[src/rtl/wb_epbuf_dma.sv]
// Block-copy DMA between the USB endpoint buffer and a Wishbone slave.
// One word in flight at a time; direction is selected per command.
module wb_epbuf_dma #(
  parameter int AW  = 9,
  parameter int WAW = 16,
  parameter int DW  = 32,
  parameter int LW  = 10
) (
  input  logic           clk,
  input  logic           rst,
  input  logic           cmd_valid,
  output logic           cmd_ready,
  input  logic           cmd_dir,
  input  logic [AW-1:0]  cmd_ep_addr,
  input  logic [WAW-1:0] cmd_wb_addr,
  input  logic [LW-1:0]  cmd_len,
  output logic           busy,
  output logic           done,
  output logic [WAW-1:0] wb_addr,
  input  logic [DW-1:0]  wb_rdata,
  output logic [DW-1:0]  wb_wdata,
  output logic           wb_we,
  output logic           wb_cyc,
  input  logic           wb_ack,
  output logic [AW-1:0]  ep_tx_addr_0,
  output logic [DW-1:0]  ep_tx_data_0,
  output logic           ep_tx_we_0,
  output logic [AW-1:0]  ep_rx_addr_0,
  input  logic [DW-1:0]  ep_rx_data_1,
  output logic           ep_rx_re_0
);

  typedef enum logic [2:0] {
    S_IDLE,
    S_EP_RD,
    S_EP_LAT,
    S_WB_WR,
    S_WB_RD,
    S_EP_WR,
    S_FIN
  } state_t;

  state_t         state;
  state_t         state_nx;
  logic           dir_q;
  logic [AW-1:0]  ep_q;
  logic [WAW-1:0] wa_q;
  logic [LW-1:0]  cnt_q;
  logic [DW-1:0]  wdata_q;
  logic [DW-1:0]  tdata_q;
  logic           accept;
  logic           last;
  logic           step;

  assign accept = cmd_valid && (state == S_IDLE);
  assign last   = (cnt_q == LW'(1));
  // a word is finished on the write side of either direction
  assign step   = ((state == S_WB_WR) && wb_ack) ||
                  (state == S_EP_WR);

  always_ff @(posedge clk) begin
    if (rst) state <= S_IDLE;
    else     state <= state_nx;
  end

  always_comb begin
    state_nx = state;
    unique case (state)
      S_IDLE: begin
        if (cmd_valid) begin
          if (cmd_len == '0) state_nx = S_FIN;
          else if (cmd_dir)  state_nx = S_WB_RD;
          else               state_nx = S_EP_RD;
        end
      end
      S_EP_RD:  state_nx = S_EP_LAT;
      S_EP_LAT: state_nx = S_WB_WR;
      S_WB_WR: begin
        if (wb_ack) begin
          if (last) state_nx = S_FIN;
          else      state_nx = dir_q ? S_WB_RD : S_EP_RD;
        end
      end
      S_WB_RD: begin
        if (wb_ack) state_nx = S_EP_WR;
      end
      S_EP_WR: begin
        if (last) state_nx = S_FIN;
        else      state_nx = dir_q ? S_WB_RD : S_EP_RD;
      end
      S_FIN:   state_nx = S_IDLE;
      default: state_nx = S_IDLE;
    endcase
  end

  always_comb begin
    cmd_ready  = 1'b0;
    busy       = 1'b0;
    done       = 1'b0;
    wb_cyc     = 1'b0;
    wb_we      = 1'b0;
    ep_rx_re_0 = 1'b0;
    ep_tx_we_0 = 1'b0;
    unique case (state)
      S_IDLE:   cmd_ready = 1'b1;
      S_EP_RD: begin
        busy       = 1'b1;
        ep_rx_re_0 = 1'b1;
      end
      S_EP_LAT: busy = 1'b1;
      S_WB_WR: begin
        busy   = 1'b1;
        wb_cyc = 1'b1;
        wb_we  = 1'b1;
      end
      S_WB_RD: begin
        busy   = 1'b1;
        wb_cyc = 1'b1;
      end
      S_EP_WR: begin
        busy       = 1'b1;
        ep_tx_we_0 = 1'b1;
      end
      S_FIN: begin
        busy = 1'b1;
        done = 1'b1;
      end
      default: cmd_ready = 1'b0;
    endcase
  end

  always_ff @(posedge clk) begin
    if (rst) begin
      dir_q   <= 1'b0;
      ep_q    <= '0;
      wa_q    <= '0;
      cnt_q   <= '0;
      wdata_q <= '0;
      tdata_q <= '0;
    end else begin
      if (accept) begin
        dir_q <= cmd_dir;
        ep_q  <= cmd_ep_addr;
        wa_q  <= cmd_wb_addr;
        cnt_q <= cmd_len;
      end else if (step) begin
        ep_q  <= ep_q + AW'(1);
        wa_q  <= wa_q + WAW'(1);
        cnt_q <= cnt_q - LW'(1);
      end
      if (state == S_EP_LAT)
        wdata_q <= ep_rx_data_1;
      if ((state == S_WB_RD) && wb_ack)
        tdata_q <= wb_rdata;
    end
  end

  assign wb_addr      = wa_q;
  assign wb_wdata     = wdata_q;
  assign ep_tx_addr_0 = ep_q;
  assign ep_rx_addr_0 = ep_q;
  assign ep_tx_data_0 = tdata_q;

endmodule

[config.mk]
export PLATFORM = sky130hd
export DESIGN_NAME = wb_epbuf_dma
export DESIGN_NICKNAME = d
export VERILOG_FILES = /design/src/rtl/wb_epbuf_dma.sv
export SDC_FILE = /design/constraint.sdc
export NUM_CORES = 1
export LEC_CHECK = 0
export ABC_CLOCK_PERIOD_IN_PS = 1500
export BUFFER_PORTS_ARGS = -buffer_cell sky130_fd_sc_hd__buf_2
export CORE_UTILIZATION = 44
export CTS_BUF_LIST = sky130_fd_sc_hd__clkbuf_4
export DETAILED_ROUTE_END_ITERATION = 8
export PLACE_DENSITY = 0.78
export RECOVER_POWER = 100
export REMOVE_ABC_BUFFERS = 1
export SYNTH_ARGS = -nofsm -noshare
export SYNTH_HDL_FRONTEND = slang
export SYNTH_SLANG_ARGS = --single-unit
[constraint.sdc]
create_clock -name clk -period 1.5 [get_ports clk]
set_input_delay 0.075 -clock clk [delete_from_list [all_inputs] [get_ports clk]]
set_output_delay 0.075 -clock clk [all_outputs]
set_load 0.03 [all_outputs]
**Word-level counts from Yosys, hierarchy flattened**

Cells that the tools add are included.

- Logic and storage cells: 51
- Register bits: 103
- Bits of input ports: 104
- Output and inout port bits: 105

- Eq/ne operators: 10
- Reductions and logical operators: 10
- $add $sub $neg: 3
- Muxes and demuxes: 21

Operators by type and width:

| cell | count |
|---|---|
| 16-bit two-way mux | 2 |
| 3-bit two-way mux | 7 |
| 10-bit two-way mux | 2 |
| 9-bit two-way mux | 2 |
| 3-bit case mux with 6 select lines | 1 |
| 16-bit by 1-bit adder with 16-bit output, second input constant | 1 |
| 10-bit by 1-bit == test with 1-bit output, second input constant | 1 |
| 10-bit logical NOT | 1 |
| 10-bit by 1-bit subtractor with 10-bit output, second input constant | 1 |
| 9-bit by 1-bit adder with 9-bit output, second input constant | 1 |
| 3-bit == test, second input constant | 3 |
| 1-bit two-way mux | 7 |
| 3-bit by 2-bit == test with 1-bit output, second input constant | 2 |
| 2-bit != test, second input constant | 3 |
| 6-bit OR reduction | 1 |
| 3-bit by 1-bit == test with 1-bit output, second input constant | 1 |
| 1-bit logical AND | 3 |
| 3-bit logical NOT | 1 |
| 3-bit AND reduction | 1 |
| 2-bit nonzero test | 1 |
| 2-bit OR reduction | 1 |
| 1-bit logical OR | 1 |

**Logic depth before layout (Yosys ltp)**

Gate-level depths: netlist of the first run.

- Word-level depth: 5
- Depth in mapped cells: 8
- Mapped depth without buffers: 6

**Least setup slack after synthesis of the first run**

No wires, ideal clock.

- Path type: register -> register
- Start: register state[2]
- End: register cnt_q[0]
- Cell stages (with the launch flop): 9
- Arrival: 1.858 ns
- Setup time: 0.128 ns
- Buffers on the path: 3
- Required time: 1.372 ns
- Slack: -0.486 ns
- Clock period less this slack: 1.986 ns
- Cell sequence: dfxtp_1 -> buf_2 -> nor3_2 -> and2_1 -> buf_2 -> buf_2 -> nor2_1 -> a221oi_1 -> nor2_1

- Longest elaborated chain between the ends: 4
- Elaborated cells on any way between the ends: 8
- Classes of those cells: eq/ne (2); mux (1); reduce/logical (5)

Ends and longest elaborated chain:

| element | RTL line | RTL |
|---|---|---|
| from (decl) | 43 | `state_t state;` |
| from (signal assigned) | 63 | `else state <= state_nx;` |
| 3-bit by 2-bit == test with 1-bit output | 58 | `assign step = ((state == S_WB_WR) && wb_ack) \|\|` |
| 1-bit logical AND | 58 |  |
| 1-bit logical OR | 58 |  |
| 2-bit nonzero test (no line) | n/a |  |
| to (signal assigned) | 145 | `cnt_q <= cmd_len;` |
| to (signal assigned) | 149 | `cnt_q <= cnt_q - LW'(1);` |
| to (decl) | 48 | `logic [LW-1:0] cnt_q;` |

Several ways; a longest one is shown, not always the timed one.
A chain may end at the register's enable or synchronous reset.

**Final worst setup path of the first run**

- Start: register state[2]
- End: register wa_q[11] (netlist: wb_addr[11])

- Longest elaborated chain between the ends: 4
- Elaborated cells on any way between the ends: 8
- Classes of those cells: eq/ne (2); mux (1); reduce/logical (5)

Ends and longest elaborated chain:

| element | RTL line | RTL |
|---|---|---|
| 3-bit by 2-bit == test with 1-bit output | 58 |  |
| 1-bit logical AND | 58 |  |
| 1-bit logical OR | 58 |  |
| 2-bit nonzero test (no line) | n/a |  |
| to (signal assigned) | 144 | `wa_q <= cmd_wb_addr;` |
| to (signal assigned) | 148 | `wa_q <= wa_q + WAW'(1);` |
| to (decl) | 47 | `logic [WAW-1:0] wa_q;` |

Several ways; a longest one is shown, not always the timed one.

==> results.md, run 1 <==
* Int Pwr at 5.814 mW
* Hold Path Stages at 5
* Final wirelength at 22040 um
* Fin Clk Skew at about 16 ps
* Die H at ~100 um
* Arrival time worst endpoint at 2180 ps
* CTS tree: done
* Vias per cell at between 5 and 6
* Most common cell after layout, fill and taps aside: nand2_1
* Reg2reg path depth at 4
* Cell taking the most area after synthesis: dfxtp_1
* Startpoint types: flip-flop
* Post-route antenna net violation count at 0
* Synthesis Warnings at 0
* Fillcell total at 503
* Row count at 36
* TritonCTS Buffers at 9
* H-tree Lvls at 3
* Synth top area cells: dfxtp_1 (46%), nand2_1 (13%), a21oi_1 (8.7%)
* PD cells at 1173 nW/um^2
* GRT overflow at 0
* Hold Crit Class: in -> reg
* Vias at 6264
* Tot Pwr at 10.01 mW
* Post-synth EDFFs at 0
* Clock Power Share at 0.157
* I/O Buffers at 208
* Slew Viols, Final at 0
* Required @ worst endpoint at 1890 ps
* Proportion of power drawn by combinational gates at 0.500
* Top_reg_cell synth: dfxtp_1
* Critical path class: reg -> reg
* Crit path max fanout at 4
* Layout net count at 1058
* DRC viols at 0
* DRT Pass-1 Iters at 5
* Initial antenna violation count at 1
* IO Pins at between 200 and 250
* Final hold vios at 0
* Final setup violating endpoints at slightly above 90
* Seq pwr share at 0.342
* Hold_sp: wb_ack
* Reg-to-reg startpoint: state[2]
* Failing checks: setup timing
* Synth cell types at 54
* Die width at between 100 and 150 um
* P&R area growth vs syn at 90.56%
* Gr usage total at 0.3152
* Starting density of the core at 0.4563
* Status: complete, but fails checks
* Max VDD drop at 1.045 mV
* Number of buffers on the longest clock path at 2
* Die ar. at roughly 11000 sq um
* Gpl congestion at 0.9173
* Syn Area/Cell at about 8 sq um
* Synth async-reset ratio at 0
* Final worst slack at -290.2 ps
* Largest net degree at the start of global routing at 56
* Number of global-route vias before repair at 5411
* Crit path time final at around 1800 ps
* Peak Freq at approximately 0.56 GHz
* CTS Root Cell: clkbuf_4
* WHS Endpoint: state[0]
* Clock sink total at 103
* Sequential share of the synthesized area at 0.4602
* Detailed Place HPWL at 10050 um
* Max Cap Viol at 0
* Setup slack, reg-to-reg at -290 ps
* Leak pwr at around 3.5 nW
* Switching fraction of total power at 0.4194
* Psw at 4.199 mW
* Worst slew pin tran at ~540 ps
* Area of the core at 9819 sq um
* Ratio of cells with drive above 1 in the final layout at 0.4168
* Drt wl/cell at 20.24 um
* WHS at 100.2 ps
* Initial DRC count at 423
* First-pass GRT wire length at 25730 um
* RSZ-0062 raised after global routing: true
* FF+latch count, synth at 103
* Worst-Skew Late Latency at 480 ps
* Final period util at 1.193
* Top-area cell type share of the netlist area at 0.4602
* Rel. slew slack at 0.6403
* CTS clock-pin slew for the worst setup and hold paths at 180 ps
* Fin Setup TNS at -7831 ps
* Post-synthesis cell area at 4481 sq um
* Most frequent cells in the layout: nand2_1 (130), buf_2 (103), dlygate4sd3_1 (101)
* Critical Path End Type: flip-flop
* Cell count after synthesis at 570
* RR Endpoint: wb_addr[11]
==> power by group through the flow <==
stage | Combinational, mW | Clock, mW | Sequential, mW
6_report | 5.01 | 1.57 | 3.43
5_1_grt | 5.24 | 1.69 | 3.46
4_1_cts | 3.91 | 1.53 | 3.35
3_5_place_dp | 3.20 | 0 | 3.38
3_3_place_gp | 3.13 | 0 | 3.36
2_1_floorplan | 1.08 | 0 | 4.06
==> worst max-delay path by stage <==
stage | depth (start not counted) | from | slack, ps | end
after floorplan | 4 | state[1] | -1170 | wb_wdata[0]
after global placement | 5 | state[0] | -180 | wb_addr[11]
after detailed placement | 7 | state[2] | -230 | cnt_q[6]
after CTS | 8 | state[2] | -140 | wb_addr[10]
after global routing | 4 | state[2] | -340 | wb_addr[11]
final | 4 | state[2] | -290 | wb_addr[11]
==> final cells by class <==
type                            count  area (sq um)  area share
Tap cell                          133         166.4     0.01949
Clock buffer                        9         67.56    0.007913
Clock inverter                      7         78.83    0.009232
Inverter                           10         42.54    0.004982
Antenna cell                        1         2.502   0.0002931
Timing Repair Buffer              417          3201      0.3749
Multi-Input combinational cell    409          2902      0.3398
Sequential cell                   103          2078      0.2434
==> registers in the layout, summed over array words and instances, names as in the netlist <==
name and cells:
dir_q 1, wb_wdata 32, ep_rx_addr_0 9, wb_addr 16
state 3, cnt_q 10, ep_tx_data_0 32
==> per-layer routing <==
metal,track usage,routed length (um),share of wire,up-vias
met5,0,0,0,-
met4,0.1430,1256,0.057,0
met3,0.09153,2156,0.098,121
met2,0.5749,10900,0.49,474
met1,0.3354,7735,0.35,2943
li1,-,-,-,2726
==> cell families (layout without fill, tap and decap cells) <==
family / after synthesis / in the layout / synth area share
AOI/OAI and AO/OA: 138 / 138 / 0.1916
buffers and inverters: 58 / 443 / 0.06087
and+or+nand+nor: 259 / 259 / 0.2605
xor gates and xnor gates: 8 / 8 / 0.01564
other: 0 / 1 / 0
DFF: 103 / 103 / 0.4602
adders and majority gates: 4 / 4 / 0.01117
==> critical path, cell delays in order, from the launching register on <==
cell	delay (ps)
dfxtp_4	400
or4b_4	610
buf_6	180
and2_4	180
a311oi_1	330
==> synthesized netlist by cell type (3+ instances only) <==
cell,instances
ha_1,4
or4_1,3
buf_2,11
nand2_1,159
a31oi_1,9
or3_1,3
and2_1,3
inv_1,10
nor2_1,33
nand3_1,16
nor4_1,6
xnor2_1,4
o21ai_0,6
nor3_1,6
or2_0,4
clkbuf_1,26
a311oi_1,5
a221oi_1,4
o21ai_1,5
buf_4,9
nor3_2,3
nand4_1,8
xor2_1,4
and3_1,4
a21oi_1,78
dfxtp_1,103
a211oi_1,10
==> per-stage QoR <==
step	util	setup slack (ps)	cells	cell area (sq um)
finish	0.8695	-290.2	1089	8538
global route	0.8695	-341.8	1089	8538
floorplan	-	-1171	522	4245
CTS	0.7751	-137.3	1059	7611
global placement	0.6124	-175.8	925	6013
detailed placement	0.6124	-232.6	925	6013
==> repair_timing <==
item	4_1_cts	5_1_grt
gates resized for setup	90	165
gates cloned	0	7
endpoints found under the setup margin	93	87
endpoints found under the hold margin	101	0
setup buffers	17	22
hold buffers	101	0
pin swaps	37	71
(Power assumes the default switching activity.)
==> inputs of run 2 (changes only) <==
--- a/config.mk
+++ b/config.mk
@@ -13,6 +13,7 @@
 export PLACE_DENSITY = 0.78
 export RECOVER_POWER = 100
 export REMOVE_ABC_BUFFERS = 1
+export SETUP_SLACK_MARGIN = 0.15
 export SYNTH_ARGS = -nofsm -noshare
 export SYNTH_HDL_FRONTEND = slang
 export SYNTH_SLANG_ARGS = --single-unit
==> run 2 against run 1 <==
  * The run still ends with setup timing left
  * Flip-flop and latch count did not move
  * Clock power rose by 4%
  * First-iteration DRC count rose by 51%
  * Sequential share of layout area fell by 1.1 points
  * Die area did not move
  * Combinational power rose by 8.2%
  * Non-clock buffer count fell by 3
  * Fmax fell by 2.6%
  * Power rose by 5.1%
==> results.md, run 2 (synthesis gave the netlist of run 1 again) <==
* Startpoint types: flip-flop
* Met2 WL at 12270 um (+13%)
* Clock sink total at 103 (unchanged)
* N_diodes at 0 (-1)
* CTS clock-pin slew for the worst setup and hold paths at 180 ps (about the same)
* Detailed Place HPWL at 10050 um (unchanged)
* Place WS at -232.6 ps (unchanged)
* Critical Path End Type: flip-flop
* Initial DRC count at 640 (+51%)
* CP most frequent cell: buf_4
* CTS tree: done
* IO Pins at 209 (unchanged)
* H-tree Lvls at 3 (unchanged)
* Area of the core at 9819 sq um (unchanged)
* CP max stage delay at 440 ps (-170 ps)
* Row count at 36 (unchanged)
* Slew Viols, Final at 0 (unchanged)
* Hold Crit Class: in -> reg
* Number of buffers on the longest clock path at 2 (unchanged)
* Layout net count at 1055 (-0.28%)
* Critical path's slowest cell: dfxtp_4
* Max VDD drop at 0.8856 mV (-15%)
* Met3 wire len at 3860 um (+79%)
* Metal1 wirelength at 8900 um (+15%)
* Vias at 6798 (+8.5%)
* Gr usage total at 0.3580 (+0.04278)
* RSZ-0062 raised after global routing: true
* Peak Freq at 0.5443 GHz (-2.6%)
* Starting density of the core at 0.4563 (unchanged)
* Worst slew pin tran at 728.1 ps (+188.5 ps)
* P&R area growth vs syn at 99.53%
* Fin Clk Skew at 18.71 ps (+3.042 ps)
* Rel. slew slack at 0.5146 (-0.1256)
* Critical path class: reg -> reg
* Worst-Skew Late Latency at 510 ps (+30 ps)
* Required @ worst endpoint at 1920 ps (+30 ps)
* Drt wl/cell at 25.27 um (+25%)
* Status: complete, but fails checks
* Leak pwr at 3.565 nW (+3.2%)
* Setup slack, reg-to-reg at -340 ps (-50 ps)
* Initial antenna violation count at 2 (+1)
* Most common cell after layout, fill and taps aside: buf_2
* Ratio of cells with drive above 1 in the final layout at 0.4884 (+0.07169)
* Die ar. at 10590 sq um (unchanged)
* Largest net degree at the start of global routing at 56 (unchanged)
* Failing checks: setup timing
* Final period util at 1.225 (+0.03141)
* Highest metal used: met5
* Fillcell total at 387 (-23%)
* Max Cap Viol at 0 (unchanged)
* PD cells at 1177 nW/um^2 (+0.40%)
* Final setup violating endpoints at 107 (+18%)
* Worst path cell trace: buf_4 -> nand3b_4 -> buf_6 -> a211oi_2 -> buf_4 -> nand4_1 -> or2_0 -> a31oi_1
* Post-route antenna net violation count at 0 (unchanged)
* Die H at 102.9 um (unchanged)
* Vias per cell at 6.265 (+8.9%)
* I/O Buffers at 208 (unchanged)
* Crit path time final at 1837 ps (+47.11 ps)
* DRT Pass-1 Iters at 6 (+1)
* Number of global-route vias before repair at 5819 (+7.5%)
* CTS Root Cell: clkbuf_4
* GRT overflow at 0 (unchanged)
* Tot Pwr at 10.53 mW (+5.1%)
* Crit path max fanout at 7 (+3)
* TritonCTS Buffers at 9 (unchanged)
* Most frequent cells in the layout: buf_2 (106), dlygate4sd3_1 (101), dfxtp_1 (96)
* First-pass GRT wire length at 28790 um (+12%)
* Final hold vios at 0 (unchanged)
* Die width at 102.9 um (unchanged)
* DRC viols at 0 (unchanged)
* Final worst slack at -337.3 ps (-47.11 ps)
* Arrival time worst endpoint at 2260 ps (+80 ps)
* Final wirelength at 27420 um (+24%)
* Gpl congestion at 0.9173 (unchanged)
## run 2: changes by cell type in the layout (fill, tap and decap cells not counted), sizes merged
cell	previous run	this run
clkbuf	113	110
diode	1	0
## run 2: power by group
group          total, mW  switching, mW  internal, mW
sequential          3.48          0.395          3.09
clock               1.63           1.09         0.533
combinational       5.42           3.08          2.34
total               10.5           4.57          5.96
## run 2: critical path, delay by kind of cell, from the launching register on
family          cells  cell delay [ps]
buf+inv             3              470
compound gates      2              390
flops               1              440
simple gates        3              450
## run 2: path summary, 6_finish.rpt
path                 from      endpoint  cells after the start
max reg2reg      state[0]   wb_addr[10]                      8
max              state[0]   wb_addr[10]                      8
min reg2reg  wb_wdata[29]  wb_wdata[29]                      2
min                wb_ack      state[0]                      5
## run 2: per-layer routing
metal,track usage,vias to the layer above
met5,0,-
met4,0.2069,6
met3,0.1153,243
met2,0.6282,691
met1,0.3770,3142
li1,-,2716
## run 2: layout make-up
class                      count  area (sq um)  area share
tap                          133         166.4     0.01861
clock inverter                 7         78.83    0.008817
timing repair buffer         414          3271      0.3659
multi-input combinational    409          3241      0.3625
clock buffer                   9         67.56    0.007558
sequential                   103          2076      0.2322
inverter                      10         40.04    0.004479
## run 2: repair_timing
action / 4_1_cts / 5_1_grt
endpoints found under the setup margin: 110 / 113
setup buffers: 25 / 7
pin swaps: 45 / 119
gates cloned: 3 / 8
endpoints found under the hold margin: 101 / 0
hold buffers: 101 / 0
gates resized for setup: 146 / 210
## run 2: metrics by stage
stage	hold WS [ps]	std cells	area [sq um]	setup TNS (ps)	util
floorplan	143.9	522	4245	-62590	-
global placement	316.0	925	6013	-2588	0.6124
detailed placement	320.0	925	6013	-4596	0.6124
CTS	87.31	1070	7953	-2558	0.8099
global route	101.5	1085	8940	-13870	0.9104
finish	101.0	1085	8940	-10450	0.9104
==> inputs of run 3 (changes only) <==
--- a/config.mk
+++ b/config.mk
@@ -10,7 +10,7 @@
 export CORE_UTILIZATION = 44
 export CTS_BUF_LIST = sky130_fd_sc_hd__clkbuf_4
 export DETAILED_ROUTE_END_ITERATION = 8
-export PLACE_DENSITY = 0.78
+export PLACE_DENSITY = 0.76
 export RECOVER_POWER = 100
 export REMOVE_ABC_BUFFERS = 1
 export SETUP_SLACK_MARGIN = 0.15
==> run 3 against run 2 <==
  * The flow still finishes with violations (setup timing)
  * Sequential power hardly changed
  * Power shrank 3.0%
  * Global-route usage down 2.9 points
  * Highest routed layer unchanged
  * Clock power fell by 16%
  * Register-to-register slack got worse by 170 ps
  * Hold slack got worse by 81 ps
  * Flip-flop and latch count unchanged
==> results.md, run 3 (synthesis gave the netlist of run 1 again) <==
* Peak Freq at 0.4988 GHz (-8.4%)
* Die H at 102.9 um (unchanged)
* P&R area growth vs syn at 97.88%
* Layout net count at 1060 (+0.47%)
* DRT Pass-1 Iters at 6 (unchanged)
* Rel. slew slack at 0.5314 (+0.01676)
* Hold_sp: cmd_valid
* I/O Buffers at 208 (unchanged)
* Worst slew pin tran at 706.0 ps (-22.11 ps)
* Ratio of cells with drive above 1 in the final layout at 0.4734 (-0.01509)
* CP max stage delay at 500 ps (+60 ps)
* Gpl congestion at 0.8637 (-5.8%)
* CP most frequent cell: buf_6
* Number of buffers on the longest clock path at 2 (unchanged)
* Max VDD drop at 0.9067 mV (+2.4%)
* Final hold vios at 0 (unchanged)
* DRC viols at 0 (unchanged)
* Row count at 36 (unchanged)
* Slew Viols, Final at 0 (unchanged)
* WHS Endpoint: state[1]
* Metal1 wirelength at 8635 um (-3.0%)
* Post-route antenna net violation count at 0 (unchanged)
* Status: complete, but fails checks
* Crit path max fanout at 5 (-2)
* IO Pins at 209 (unchanged)
* Setup slack, reg-to-reg at -500 ps (-170 ps)
* Critical path's slowest cell: a2111oi_1
* Met2 WL at 12500 um (+1.8%)
* Most common cell after layout, fill and taps aside: buf_2
* Worst-Skew Late Latency at 480 ps (-30 ps)
* Arrival time worst endpoint at 2320 ps (+60 ps)
* Gr usage total at 0.3290 (-0.02902)
* Max Cap Viol at 0 (unchanged)
* Vias at 6925 (+1.9%)
* RSZ-0062 raised after global routing: true
* Die ar. at 10590 sq um (unchanged)
* Required @ worst endpoint at 1810 ps (-110 ps)
* Highest metal used: met5
* Leak pwr at 3.647 nW (+2.3%)
* Startpoint types: flip-flop
* Reg2reg path depth at 8 (unchanged)
* Fin Clk Skew at 38.34 ps (+19.63 ps)
* Area of the core at 9819 sq um (unchanged)
* Clock sink total at 103 (unchanged)
* Vias per cell at 6.330 (+1.0%)
* Worst path cell trace: buf_6 -> nand4b_4 -> buf_6 -> buf_6 -> buf_4 -> nand3_4 -> a21oi_1 -> a2111oi_1
* Hold Crit Class: in -> reg
* Failing checks: setup timing
* CTS Root Cell: clkbuf_4
* Reg-to-reg startpoint: state[0]
* Post-placement cell count at 924 (-0.11%)
* Die width at 102.9 um (unchanged)
* Final period util at 1.337 (+0.1118)
* Initial antenna violation count at 4 (+2)
* Final worst slack at -505.0 ps (-167.6 ps)
* GRT overflow at 0 (unchanged)
* Detailed Place HPWL at 9782 um (-2.7%)
* Critical Path End Type: flip-flop
* CTS tree: done
* Final wirelength at 27340 um (-0.26%)
* H-tree Lvls at 3 (unchanged)
* Initial DRC count at 658 (+2.8%)
* Starting density of the core at 0.4563 (unchanged)
* Critical path class: reg -> reg
* RR Endpoint: ep_rx_addr_0[3]
* Largest net degree at the start of global routing at 63 (+13%)
* Tot Pwr at 10.21 mW (-3.0%)
* Fin cells at 1094 (+0.83%)
* Footprint of the multi-input gates at 3152 sq um (-2.7%)
* TritonCTS Buffers at 9 (unchanged)
* Met3 wire len at 3585 um (-7.1%)
* CTS clock-pin slew for the worst setup and hold paths at 200 ps (+20 ps)
* First-pass GRT wire length at 26720 um (-7.2%)
* Hold Path Stages at 4 (-1)
* Number of global-route vias before repair at 5515 (-5.2%)
* Most frequent cells in the layout: buf_2 (127), dlygate4sd3_1 (100), dfxtp_1 (95)
* PD cells at 1152 nW/um^2 (-2.2%)
* Sequential Area at 2074 sq um (about the same)
* Final setup violating endpoints at 110 (+2.8%)
* Fillcell total at 374 (-3.4%)
* Drt wl/cell at 24.99 um (-1.1%)
* Crit path time final at 2005 ps (+167.6 ps)
==> run 3: changes by cell type in the layout (fill, tap and decap cells not counted), moves of 4 or more <==
cell | previous run | this run
buf_12 | 15 | 9
nand2_4 | 49 | 43
a21oi_1 | 10 | 42
buf_6 | 30 | 45
clkbuf_2 | 6 | 0
a21oi_2 | 67 | 33
diode_2 | 0 | 4
clkbuf_1 | 88 | 73
buf_2 | 106 | 127
==> run 3: metal layers <==
layer / up-vias / GRT usage
li1: 2734 / -
met3: 274 / 0.1031
met2: 777 / 0.5810
met1: 3138 / 0.3436
met4: 2 / 0.1939
met5: - / 0
==> run 3: layout make-up <==
type / count / share of cell area
timing repair buffer: 419 / 0.3734
multi-input combinational: 409 / 0.3555
sequential: 103 / 0.2340
tap: 133 / 0.01877
inverter: 10 / 0.004234
clock inverter: 7 / 0.005363
antenna: 4 / 0.001129
clock buffer: 9 / 0.007621
==> run 3: where the power goes <==
part / switching (mW) / internal (mW)
Clock: 1.03 / 0.345
Sequential: 0.413 / 3.09
Combinational: 3.05 / 2.29
Total: 4.49 / 5.72
==> run 3: worst max path at each step <==
stage | start | end | slack (ps) | depth (start not counted)
2_1_floorplan | state[1] | wb_wdata[0] | -1170 | 4
3_5_place_dp | state[0] | wb_addr[5] | -270 | 7
3_3_place_gp | state[0] | cnt_q[3] | -160 | 7
6_report | state[0] | ep_rx_addr_0[3] | -500 | 8
5_1_grt | state[2] | wb_wdata[3] | -820 | 7
4_1_cts | state[2] | wb_addr[14] | -130 | 9
==> run 3: critical path, delay by kind of cell, from the launching register on <==
kind                   cells  cell delay (ps)
AO/OA/AOI/OAI              2              590
buffers and inverters      4              550
AND/OR/NAND/NOR            2              240
flip-flops                 1              440
==> run 3: through the flow <==
step | hold slack, ps | TNS (ps) | area (sq um) | setup slack, ps | utilization
final | 19.62 | -21080 | 8866 | -505.0 | 0.9029
after global routing | -18.18 | -26980 | 8864 | -823.6 | 0.9027
after CTS | 29.89 | -2800 | 7672 | -134.3 | 0.7813
after detailed placement | 324.3 | -3763 | 5993 | -269.8 | 0.6103
after global placement | 316.1 | -2074 | 5993 | -156.2 | 0.6103
after floorplan | 143.9 | -62590 | 4245 | -1171 | -
==> run 3: what timing repair did <==
item,in CTS,in global routing
cloned,1,13
resized for setup,100,221
buffers inserted,18,18
endpoints found under the setup margin,110,113
hold buffers,100,0
endpoints found under the hold margin,100,0
pin swaps,48,93
